**config.mk**
```make
export PLATFORM = sky130hd
export DESIGN_NAME = hilo_mul_ctrl
export DESIGN_NICKNAME = d
export VERILOG_FILES = /design/src/rtl/hilo_pkg.sv /design/src/rtl/umul_fix.sv /design/src/rtl/hilo_mul_ctrl.sv
export SDC_FILE = /design/constraint.sdc
export NUM_CORES = 1
export LEC_CHECK = 0
export BUFFER_PORTS_ARGS = -buffer_cell sky130_fd_sc_hd__clkbuf_2
export CAP_MARGIN = 10
export CORE_AREA = 2 2 148 150
export CTS_CLUSTER_DIAMETER = 30
export CTS_CLUSTER_SIZE = 12
export DETAILED_ROUTE_END_ITERATION = 8
export DIE_AREA = 0 0 150 152
export MAX_ROUTING_LAYER = met4
export PLACE_DENSITY = 0.82
export SLEW_MARGIN = 10
export SYNTH_ARGS = -nofsm -noshare
export SYNTH_HDL_FRONTEND = slang
export SYNTH_SLANG_ARGS = --single-unit
```
**constraint.sdc**
```tcl
create_clock -name clk -period 9.05 [get_ports clk]
set_input_delay 2.715 -clock clk [delete_from_list [all_inputs] [get_ports clk]]
set_output_delay 2.715 -clock clk [all_outputs]
set_load 0.005 [all_outputs]
```
**src/rtl/hilo_pkg.sv**
```systemverilog
// Shared encodings for the HI/LO multiply sequencer.
package hilo_pkg;
    localparam int WAIT_MAX_DEF = 8;

    localparam logic [1:0] OP_MULT  = 2'd0;
    localparam logic [1:0] OP_MULTU = 2'd1;
    localparam logic [1:0] OP_MTHI  = 2'd2;
    localparam logic [1:0] OP_MTLO  = 2'd3;

    localparam logic [1:0] S_IDLE  = 2'd0;
    localparam logic [1:0] S_ISSUE = 2'd1;
    localparam logic [1:0] S_WAIT  = 2'd2;
    localparam logic [1:0] S_FIX   = 2'd3;
endpackage

```
**src/rtl/umul_fix.sv**
```systemverilog
// Converts the high word of a signed 32x32 product into the unsigned high word.
// Purely combinational; no flow control.
module umul_fix (
    input  logic [31:0] prod_hi,
    input  logic [31:0] op1,
    input  logic [31:0] op2,
    output logic [31:0] hi_u
);
    // A set sign bit was weighted -2^31 instead of +2^31; add the other operand back per set bit.
    assign hi_u = prod_hi + (op1[31] ? op2 : 32'd0) + (op2[31] ? op1 : 32'd0);
endmodule

```
**src/rtl/hilo_mul_ctrl.sv**
```systemverilog
// Sequences MULT/MULTU through the 2-cycle multiplier and owns HI/LO.
// Latency: MULT 3 cycles, MULTU 4 cycles, MTHI/MTLO 1 cycle to visible HI/LO.
// Backpressure: req_ready low while an op is in flight or flush is high.
module hilo_mul_ctrl
    import hilo_pkg::*;
#(
    parameter int WAIT_MAX = WAIT_MAX_DEF,
    parameter int OP_W     = 2
) (
    input  logic            clk,
    input  logic            resetn,
    input  logic            req_valid,
    input  logic [OP_W-1:0] req_op,
    input  logic [31:0]     req_src1,
    input  logic [31:0]     req_src2,
    output logic            req_ready,
    input  logic            flush,
    output logic            mul_begin,
    output logic [31:0]     mul_op1,
    output logic [31:0]     mul_op2,
    input  logic [63:0]     mul_product,
    input  logic            mul_end,
    output logic [31:0]     hi,
    output logic [31:0]     lo,
    output logic            busy,
    output logic            done,
    output logic            err
);
    localparam int CNT_W = (WAIT_MAX > 2) ? $clog2(WAIT_MAX) : 1;
    localparam logic [CNT_W-1:0] CNT_LAST = CNT_W'(WAIT_MAX - 1);

    logic [1:0]       state_q, state_d;
    logic [CNT_W-1:0] cnt_q, cnt_d;
    logic [31:0]      op1_q, op1_d, op2_q, op2_d;
    logic             uns_q, uns_d;
    logic [63:0]      prod_q, prod_d;
    logic [31:0]      hi_q, hi_d, lo_q, lo_d;
    logic             err_q, err_d;
    logic             done_c;
    logic [31:0]      hi_u;

    umul_fix u_fix (
        .prod_hi (prod_q[63:32]),
        .op1     (op1_q),
        .op2     (op2_q),
        .hi_u    (hi_u)
    );

    assign req_ready = (state_q == S_IDLE) & ~flush;
    assign mul_begin = (state_q == S_ISSUE) & ~flush;
    assign busy      = (state_q != S_IDLE);
    assign mul_op1   = op1_q;
    assign mul_op2   = op2_q;
    assign hi        = hi_q;
    assign lo        = lo_q;
    assign err       = err_q;
    assign done      = done_c;

    always_comb begin
        state_d = state_q;
        cnt_d   = cnt_q;
        op1_d   = op1_q;
        op2_d   = op2_q;
        uns_d   = uns_q;
        prod_d  = prod_q;
        hi_d    = hi_q;
        lo_d    = lo_q;
        err_d   = err_q;
        done_c  = 1'b0;
        // Flush overrides every write and transition, including a coincident end pulse.
        if (flush) begin
            state_d = S_IDLE;
        end else begin
            case (state_q)
                S_IDLE: begin
                    if (req_valid) begin
                        case (req_op)
                            OP_MULT, OP_MULTU: begin
                                op1_d   = req_src1;
                                op2_d   = req_src2;
                                uns_d   = (req_op == OP_MULTU);
                                state_d = S_ISSUE;
                            end
                            OP_MTHI: hi_d = req_src1;
                            default: lo_d = req_src1;
                        endcase
                    end
                end
                S_ISSUE: begin
                    state_d = S_WAIT;
                    cnt_d   = '0;
                end
                S_WAIT: begin
                    if (mul_end) begin
                        prod_d = mul_product;
                        if (uns_q) begin
                            state_d = S_FIX;
                        end else begin
                            hi_d    = mul_product[63:32];
                            lo_d    = mul_product[31:0];
                            done_c  = 1'b1;
                            state_d = S_IDLE;
                        end
                    end else if (cnt_q == CNT_LAST) begin
                        err_d   = 1'b1;
                        state_d = S_IDLE;
                    end else begin
                        cnt_d = cnt_q + 1'b1;
                    end
                end
                default: begin
                    lo_d    = prod_q[31:0];
                    hi_d    = hi_u;
                    done_c  = 1'b1;
                    state_d = S_IDLE;
                end
            endcase
        end
    end

    always_ff @(posedge clk or negedge resetn) begin
        if (!resetn) begin
            state_q <= S_IDLE;
            cnt_q   <= '0;
            op1_q   <= '0;
            op2_q   <= '0;
            uns_q   <= 1'b0;
            prod_q  <= '0;
            hi_q    <= '0;
            lo_q    <= '0;
            err_q   <= 1'b0;
        end else begin
            state_q <= state_d;
            cnt_q   <= cnt_d;
            op1_q   <= op1_d;
            op2_q   <= op2_d;
            uns_q   <= uns_d;
            prod_q  <= prod_d;
            hi_q    <= hi_d;
            lo_q    <= lo_d;
            err_q   <= err_d;
        end
    end
endmodule

```
; Word level (Yosys, flattened, before mapping)
; Index checks and enable logic that the tools add are counted.
[totals]
register_bits = 199
input_bits = 135
out_inout_bits = 133
word_cells = 72
[classes]
n_addsub = 3
n_eq_ne = 15
n_mux = 26
bitwise = 5
n_reduce_logical = 14
[ops]
columns = op, n
row1 = two-way mux 32 bit, 10
row2 = one-hot mux 32 bit (3 select lines), 2
row3 = adder 32 bit, 2
row4 = two-way mux 2 bit, 6
row5 = "inequality test 2 bit, second input constant", 6
row6 = AND reduction 4 bit, 3
row7 = AND reduction 6 bit, 2
row8 = two-way mux 3 bit, 2
row9 = one-hot mux 2 bit (3 select lines), 1
row10 = one-hot mux 3 bit (2 select lines), 1
row11 = AND reduction 3 bit, 2
row12 = "equality test 2 x 1 -> 1 bit, second input constant", 2
row13 = "equality test 2 bit, second input constant", 2
row14 = zero test 2 bit, 2
row15 = "inequality test 4 bit, second input constant", 1
row16 = nonzero test 2 bit, 2
row17 = OR reduction 2 bit, 2
row18 = "adder 3 x 1 -> 3 bit, second input constant", 1
row19 = "equality test 3 bit, second input constant", 1
row20 = two-way mux 1 bit, 3
row21 = "inequality test 3 x 2 -> 1 bit, second input constant", 1
row22 = "inequality test 3 bit, second input constant", 1
row23 = inverter 1 bit, 3
row24 = OR reduction 3 bit, 1
row25 = other kinds (3), 4

; Longest topological paths before layout
; Gate-level depths: netlist of run 1.
[depth]
word_depth = 6
ltp_mapped = 14

; By module
; From an unflattened synthesis of run 1, not the netlist that was laid out.
[hier_totals]
cells_unflattened = 969
area_unflattened_um2 = 11410.9
[by_module_without_submodules]
columns = module, n_inst, cells_each, area_per_inst_um2, seq_area_each_um2
row1 = hilo_mul_ctrl, 1, 664, 8877.3, 4979.8
row2 = umul_fix, 1, 305, 2533.7, 0.0

; Worst setup path before layout of run 1
; OpenSTA, ideal clock, no wires.
[synth_timing]
path_type = input-to-output
from = in flush
to = out done
arrival_ps = 3193
slack_ps = 3142
cell_stages = 3
path_buffers = 1
path_cell_list = clkbuf_1 > nand2b_1 > nor2_1
[synth_via]
elab_chain_cells = 1
[synth_lines]
columns = item, line
row1 = from (decl), hilo_mul_ctrl.sv:17  ; input logic flush,
row2 = two-way mux 1 bit, hilo_mul_ctrl.sv:71  ; if (flush) begin
row3 = to (decl), hilo_mul_ctrl.sv:26  ; output logic done,
; Every way passes these cells.

; Worst setup path in the final report of run 1
; Ends and elaborated chain as after synthesis.

==> flow_summary_export.csv, run 1 <==
group,metric,value,unit
timing,drv_slew,0,
synthesis,netlist_area,11560,um^2
grt,grtUsageMet2,0.4412,
synthesis,synth_fp_nets,1323,
finish,drive_gt1_frac,0.3458,
synthesis,netlist.area_leader.share,0.4308,
grt,grt_max_degree,95,
grt,met3_usage,0.05105,
grt,grt_pass1_wl,50.72,mm
timing,hold_violations,0,
route,postRouteAntennaNets,0,
timing,final.period_utilization,0.6738,
clock_network,clock_latency,0.44,ns
synthesis,synth_xor_area_frac,0.01743,
critical_path,cp_max_fo,9,
grt,top_usage_layer,"met2",
floorplan,die_h,152,um
synthesis,netlist-cell-type-count,73,
route,drc,0,
place,routabilityCongestion,0.9099,
timing,finalSetupTns,0,ns
floorplan,core,21350,um^2
synthesis,synth.avg_cell_area,10.28,um^2
critical_path,arrival,3.38,ns
synthesis,yosys.area.top_type,"dfrtp_1",
power_and_ir_drop,peakVddDrop,131.5,uV
grt,grt_pass1_vias,9597,
finish,areaGrowthSynthToFinish,17.74,%
critical_path,crit_required,6.34,ns
synthesis,ys_seq_elements,199,
synthesis,syn_inst,1124,
power_and_ir_drop,cellPowerDensity,269.3,nW/um^2
power_and_ir_drop,p_leak,0.006561,uW
timing,worst_slew_pin_slew,0.9926,ns
synthesis,synthMostInstantiatedCell,"dfrtp_1",
critical_path,worstSetupStartpointType,"input pin",
floorplan,ioPinCount,268,
timing,hold-worst-slack,0.4811,ns
clock_network,ctsLongestPathBuffers,2,
grt,met1_usage,0.3960,
place,io_buffers,267,
route,vias,9555,
synthesis,synth_top_family_by_area,"compound AO/OA/AOI/OAI gates",
timing,report.final.setup_viol,0,
clock_network,cts-resized-gates,0,
grt,overflow,0,
clock_network,cts_tree,"built",
route,drtIter0Drc,643,
synthesis,synthAdderAreaFrac,0.09006,
job,max_cap_viol_count,0,
synthesis,synth_area_leaders,"dfrtp_1 (43%), mux2_2 (13%), a21oi_1 (6.3%)",
synthesis,synthTopCellsByCount,"dfrtp_1 (199), a21oi_1 (146), mux2_2 (130), nand2_1 (80), o21ai_0 (68)",
synthesis,synthArstFlopShare,1.000,
synthesis,synth_edf_count,0,
finish,final_core_util,0.6374,
grt,grt_usage,0.2918,
critical_path,path_class,"in2out",
clock_network,cts-root-buf,"clkbuf_16",
grt,antenna_found_initial,2,
route,wl_per_cell,19.55,um
run_status,status,"finished clean",
critical_path,setup.worst_path.end_class,"primary output",
timing,fin_skew,0.01460,ns
synthesis,synth_warnings,0,
clock_network,cts_setup_buffers,0,
timing,rsz0062_at_grt,"false",
hold_path,hold_path_class,"reg2reg",
finish,nNetsFinal,1545,
route,vias_per_cell,5.819,
route,drt-total-wl,32.10,mm
place,dp_hpwl,23.25,mm
synthesis,synth_compound_area_frac,0.1582,
clock_network,clk_transition_reported_paths,0.08,ns
clock_network,cts.sinks,199,
floorplan,start_util,0.5414,
power_and_ir_drop,total_power,3665,uW
clock_network,cts_hold_buf,0,
timing,layout_min_cycle_time,6.098,ns
floorplan,dieArea,22800,um^2
floorplan,dieWidth,150,um
synthesis,ys.flop_type,"dfrtp_1",
clock_network,cts_made_buffers,17,
route,drtPass1Iterations,5,
floorplan,row_count,54,
synthesis,yosys.area_share.simple,0.1321,
synthesis,synth_seq_area_share,0.4308,
timing,slew_headroom,0.3383,
clock_network,htree_levels,4,
synthesis,synthMuxAreaShare,0.1344,
timing,fmax,164.0,MHz
-- sequential cells by signal (all words and copies together), names as in the netlist --
signal and count:
prod_q 64, hi 32, lo 32, mul_op1 32
mul_op2 32, cnt_q 3, state_q 2, err 1
uns_q 1
-- cell type report --
class | instances | area [um^2]
antenna | 3 | 7.507
timing repair buffer | 276 | 1413
multi-input combinational | 832 | 6158
tap | 280 | 350.3
clock inverter | 15 | 192.7
sequential | 199 | 4987
inverter | 20 | 75.07
fill | 1736 | 7741
clock buffer | 17 | 425.4
-- worst paths after layout --
| path | startpoint | to | slack, ns | cells past startpoint |
|---|---|---|---|---|
| hold / removal | lo[20] | lo[20] | 0.48 | 2 |
| hold reg to reg | lo[20] | lo[20] | 0.48 | 2 |
| min in group asynchronous | resetn | prod_q[7] | 2.23 | 1 |
| setup / recovery | flush | done | 2.95 | 4 |
| max in group asynchronous | resetn | prod_q[32] | 5.40 | 2 |
| setup reg to reg | mul_op1[31] | hi[31] | 5.11 | 11 |
-- report_power, final --
part	switching (uW)	internal (uW)	total, uW	leakage (uW)
Sequential	183	1140	1320	0.00245
Clock	409	381	791	0.000296
Combinational	862	690	1550	0.00382
Total	1460	2210	3670	0.00656
-- stage by stage --
step,area (um^2),cells,worst slack [ns]
global route,13610,1641,2.906
global placement,12980,1607,3.003
CTS,13600,1639,2.958
detailed placement,12980,1607,2.965
floorplan,11560,1124,3.142
finish,13610,1642,2.952
-- worst max-delay path, stage by stage --
cell      delay (ns)
clkbuf_2        0.15
nand2b_1        0.25
nor2_1          0.15
clkbuf_2        0.12
-- logic make-up (layout without fill, tap and decap cells) --
family / after synthesis / in the layout
compound gates: 301 / 301
xor+xnor: 23 / 23
fa+ha+maj: 64 / 64
buf+inv: 93 / 328
flops: 199 / 199
mux: 139 / 139
other cells: 0 / 3
simple gates: 305 / 305
-- cells in the final DEF (no fill, tap or decap), types with 3 or more instances in the layout --
master     synthesis  final
nand2_1           80     80
nand4_1            8      8
nor2b_1           31     31
fa_1              32     32
xnor2_1           12     12
a211oi_1          12     12
nor2_1            65     65
nand3_1           11     11
mux2i_1            9      9
clkbuf_16          0     17
o21bai_1           5      5
a21o_1            15     15
and2_1            60     60
dfrtp_1          199    197
a21oi_1          146    146
inv_1             20     20
mux2_2           130    130
nor3_1            24     24
a31oi_1            5      5
xor2_1            11     11
diode_2            0      3
nand2b_1           5      5
o21a_1             4      4
o21ai_0           68     68
inv_8              0      4
o21ai_1            6      6
clkbuf_2           0    266
ha_1              32     32
buf_4              2      9
clkinv_8           0      5
or3_1              5      5
-- per-layer routing --
metal | wire length [um] | up-vias
met4 | 887 | 0
li1 | - | 4423
met2 | 14960 | 409
met1 | 13960 | 4659
met5 | 0 | -
met3 | 2285 | 64
No activity file was read; power rests on OpenSTA's default activity.
==> inputs of run 2 (changes only) <==
Settings changed: ABC_AREA set to 1, CORE_AREA 2 2 148 150 to 2 2 151 153, DIE_AREA 0 0 150 152 to 0 0 153 155, PLACE_DENSITY 0.82 to 0.81.
Clock period 9.05 ns to 6.4 ns, I/O delays scaled along.
==> flow_summary_export.csv, run 2 <==
group,metric,value,unit
timing,fmax,225.2,MHz
timing,fin_ws,1.959,ns
critical_path,worstSetupStartpointType,"input pin",
clock_network,htree_levels,4,
grt,grt_max_degree,109,
grt,grt_usage,0.3097,
clock_network,cts-root-buf,"clkbuf_16",
place,io_buffers,267,
clock_network,clock_latency,0.45,ns
place,routabilityCongestion,0.9830,
finish,nFillCells,1881,
synthesis,ys_seq_elements,199,
floorplan,dieWidth,153,um
synthesis,synthMostInstantiatedCell,"nand2_1",
run_status,status,"finished clean",
power_and_ir_drop,cellPowerDensity,525.4,nW/um^2
route,drc,0,
synthesis,synth_fp_nets,1618,
synthesis,syn_inst,1419,
route,drtPass1Iterations,6,
finish,areaGrowthSynthToFinish,17.77,%
grt,antenna_found_initial,2,
route,wl_per_cell,18.11,um
timing,report.final.setup_viol,0,
power_and_ir_drop,p_seq_frac,0.306,
floorplan,start_util,0.5371,
place,post-place-ws,1.961,ns
clock_network,cts.sinks,199,
floorplan,row_count,55,
clock_network,clk_transition_reported_paths,0.08,ns
clock_network,cts_hold_buf,0,
floorplan,dieArea,23720,um^2
power_and_ir_drop,p_comb_frac,0.542,
timing,rsz0062_at_grt,"false",
critical_path,worstReg2RegStart,"mul_op1[31]",
finish,drive_gt1_frac,0.2363,
power_and_ir_drop,total_power,7386,uW
power_and_ir_drop,p_int,3946,uW
grt,grt_pass1_vias,10630,
floorplan,die_h,155,um
power_and_ir_drop,p_leak,0.007794,uW
timing,drv_slew,0,
synthesis,synth.avg_cell_area,8.413,um^2
grt,overflow,0,
grt,grt_pass1_wl,56.04,mm
critical_path,cp_slowest_stage_delay,0.16,ns
hold_path,hold_path_class,"reg2reg",
critical_path,cp_max_fo,2,
clock_network,cts_tree,"built",
synthesis,netlist_area,11940,um^2
synthesis,netlist-cell-type-count,40,
finish,largest_register_ffs,64,
power_and_ir_drop,clock_power_share,0.153,
timing,layout_min_cycle_time,4.441,ns
clock_network,cts_setup_buffers,0,
route,vias,10700,
floorplan,ioPinCount,268,
synthesis,netlist.area_leader.share,0.4171,
route,vias_per_cell,5.452,
clock_network,ctsLongestPathBuffers,2,
critical_path,path_class,"in2out",
timing,slew_headroom,0.2799,
hold_path,holdCritStartpoint,"err",
timing,hold_violations,0,
critical_path,cp-startpoint,"mul_end",
synthesis,synth_seq_area_share,0.4171,
critical_path,worstPathCellList,"clkbuf_2 -> inv_1 -> o21ai_1 -> nand2_1 -> nor2_1 -> clkbuf_2",
finish,final_cell_mix,"nand2_1 (413), clkbuf_2 (266), inv_1 (201)",
timing,worst_slew_pin_slew,1.080,ns
synthesis,synth_warnings,0,
timing,finalSetupTns,0,ns
finish,max_flop_register,"prod_q",
synthesis,synth_edf_count,0,
job,max_cap_viol_count,0,
route,drt-total-wl,35.56,mm
synthesis,synthTopCellsByCount,"nand2_1 (414), inv_1 (201), dfrtp_1 (199), nor2_1 (131), o21ai_0 (68)",
route,postRouteAntennaNets,0,
synthesis,yosys.area.top_type,"dfrtp_1",
route,drtIter0Drc,825,
finish,final_common_cell,"nand2_1",
critical_path,crit_required,4.48,ns
place,dp_hpwl,26.53,mm
critical_path,setup.worst_path.end_class,"primary output",
critical_path,critPathMostFrequentCell,"clkbuf_2",
power_and_ir_drop,p_sw,3440,uW
clock_network,cts-resized-gates,0,
floorplan,core,22230,um^2
clock_network,cts_made_buffers,17,
power_and_ir_drop,peakVddDrop,216.1,uV
timing,final.period_utilization,0.6939,
power_and_ir_drop,switching_share,0.4657,
finish,nNetsFinal,1862,
timing,fin_skew,0.01243,ns
synthesis,synth_area_leaders,"dfrtp_1 (42%), nand2_1 (13%), inv_1 (6.3%)",
synthesis,ys.flop_type,"dfrtp_1",
critical_path,arrival,2.52,ns
synthesis,synthArstFlopShare,1.000,
critical_path,cpMaxStageDelayCell,"o21ai_1",
-- run 2: area by class of cell --
cell class,count,area [um^2],area share
timing repair buffer,275,1405,0.09995
clock inverter,14,178.9,0.01273
clock buffer,18,439.2,0.03124
tap,285,356.6,0.02536
sequential,199,4981,0.3543
inverter,207,779.5,0.05545
antenna,2,5.005,0.0003560
multi-input combinational,963,5913,0.4206
-- run 2: metrics by stage --
step	hold slack (ns)	utilization	cell area (um^2)	std cells
4_1_cts	0.4849	0.6323	14050	1961
6_report	0.4833	0.6325	14060	1963
5_1_grt	0.4969	0.6325	14060	1963
3_3_place_gp	0.4611	0.6044	13440	1929
3_5_place_dp	0.4556	0.6044	13440	1929
2_1_floorplan	0.4530	-	11940	1419
-- run 2: critical path: cells and delay by family --
family	cells	cell delay [ns]
AO/OA/AOI/OAI	1	0.16
AND/OR/NAND/NOR	2	0.16
buffers and inverters	3	0.28
-- run 2: cells by family after synthesis --
kind of cell	share of synthesized area
AOI/OAI and AO/OA	0.08762
xor gates and xnor gates	0.001468
adders and majority gates	0.08720
buffers and inverters	0.08857
DFF	0.4171
muxes	0.1082
and+or+nand+nor	0.2098
-- run 2: power groups by stage --
stage               sequential, uW  combinational [uW]  clock [uW]
CTS                           2250                3980        1130
global route                  2320                4470        1180
floorplan                     2180                2640           0
detailed placement            2270                3920           0
finish                        2260                4000        1130
global placement              2240                3800           0
-- run 2: final timing paths --
check / endpoint / slack (ns) / cells after the start
max: done / 1.96 / 6
min: err / 0.48 / 1
min in group asynchronous: lo[2] / 1.54 / 1
min reg2reg: err / 0.48 / 1
max in group asynchronous: hi[16] / 3.65 / 2
max reg2reg: hi[29] / 2.76 / 16
-- run 2: routing by layer --
| layer | part of all wire | routed length [um] | vias up | track usage |
|---|---|---|---|---|
| li1 | - | - | 5007 | - |
| met1 | 0.44 | 15810 | 5153 | 0.4273 |
| met2 | 0.47 | 16640 | 476 | 0.4847 |
| met3 | 0.062 | 2191 | 67 | 0.03872 |
| met4 | 0.026 | 913 | 0 | 0.09480 |
| met5 | 0 | 0 | - | - |
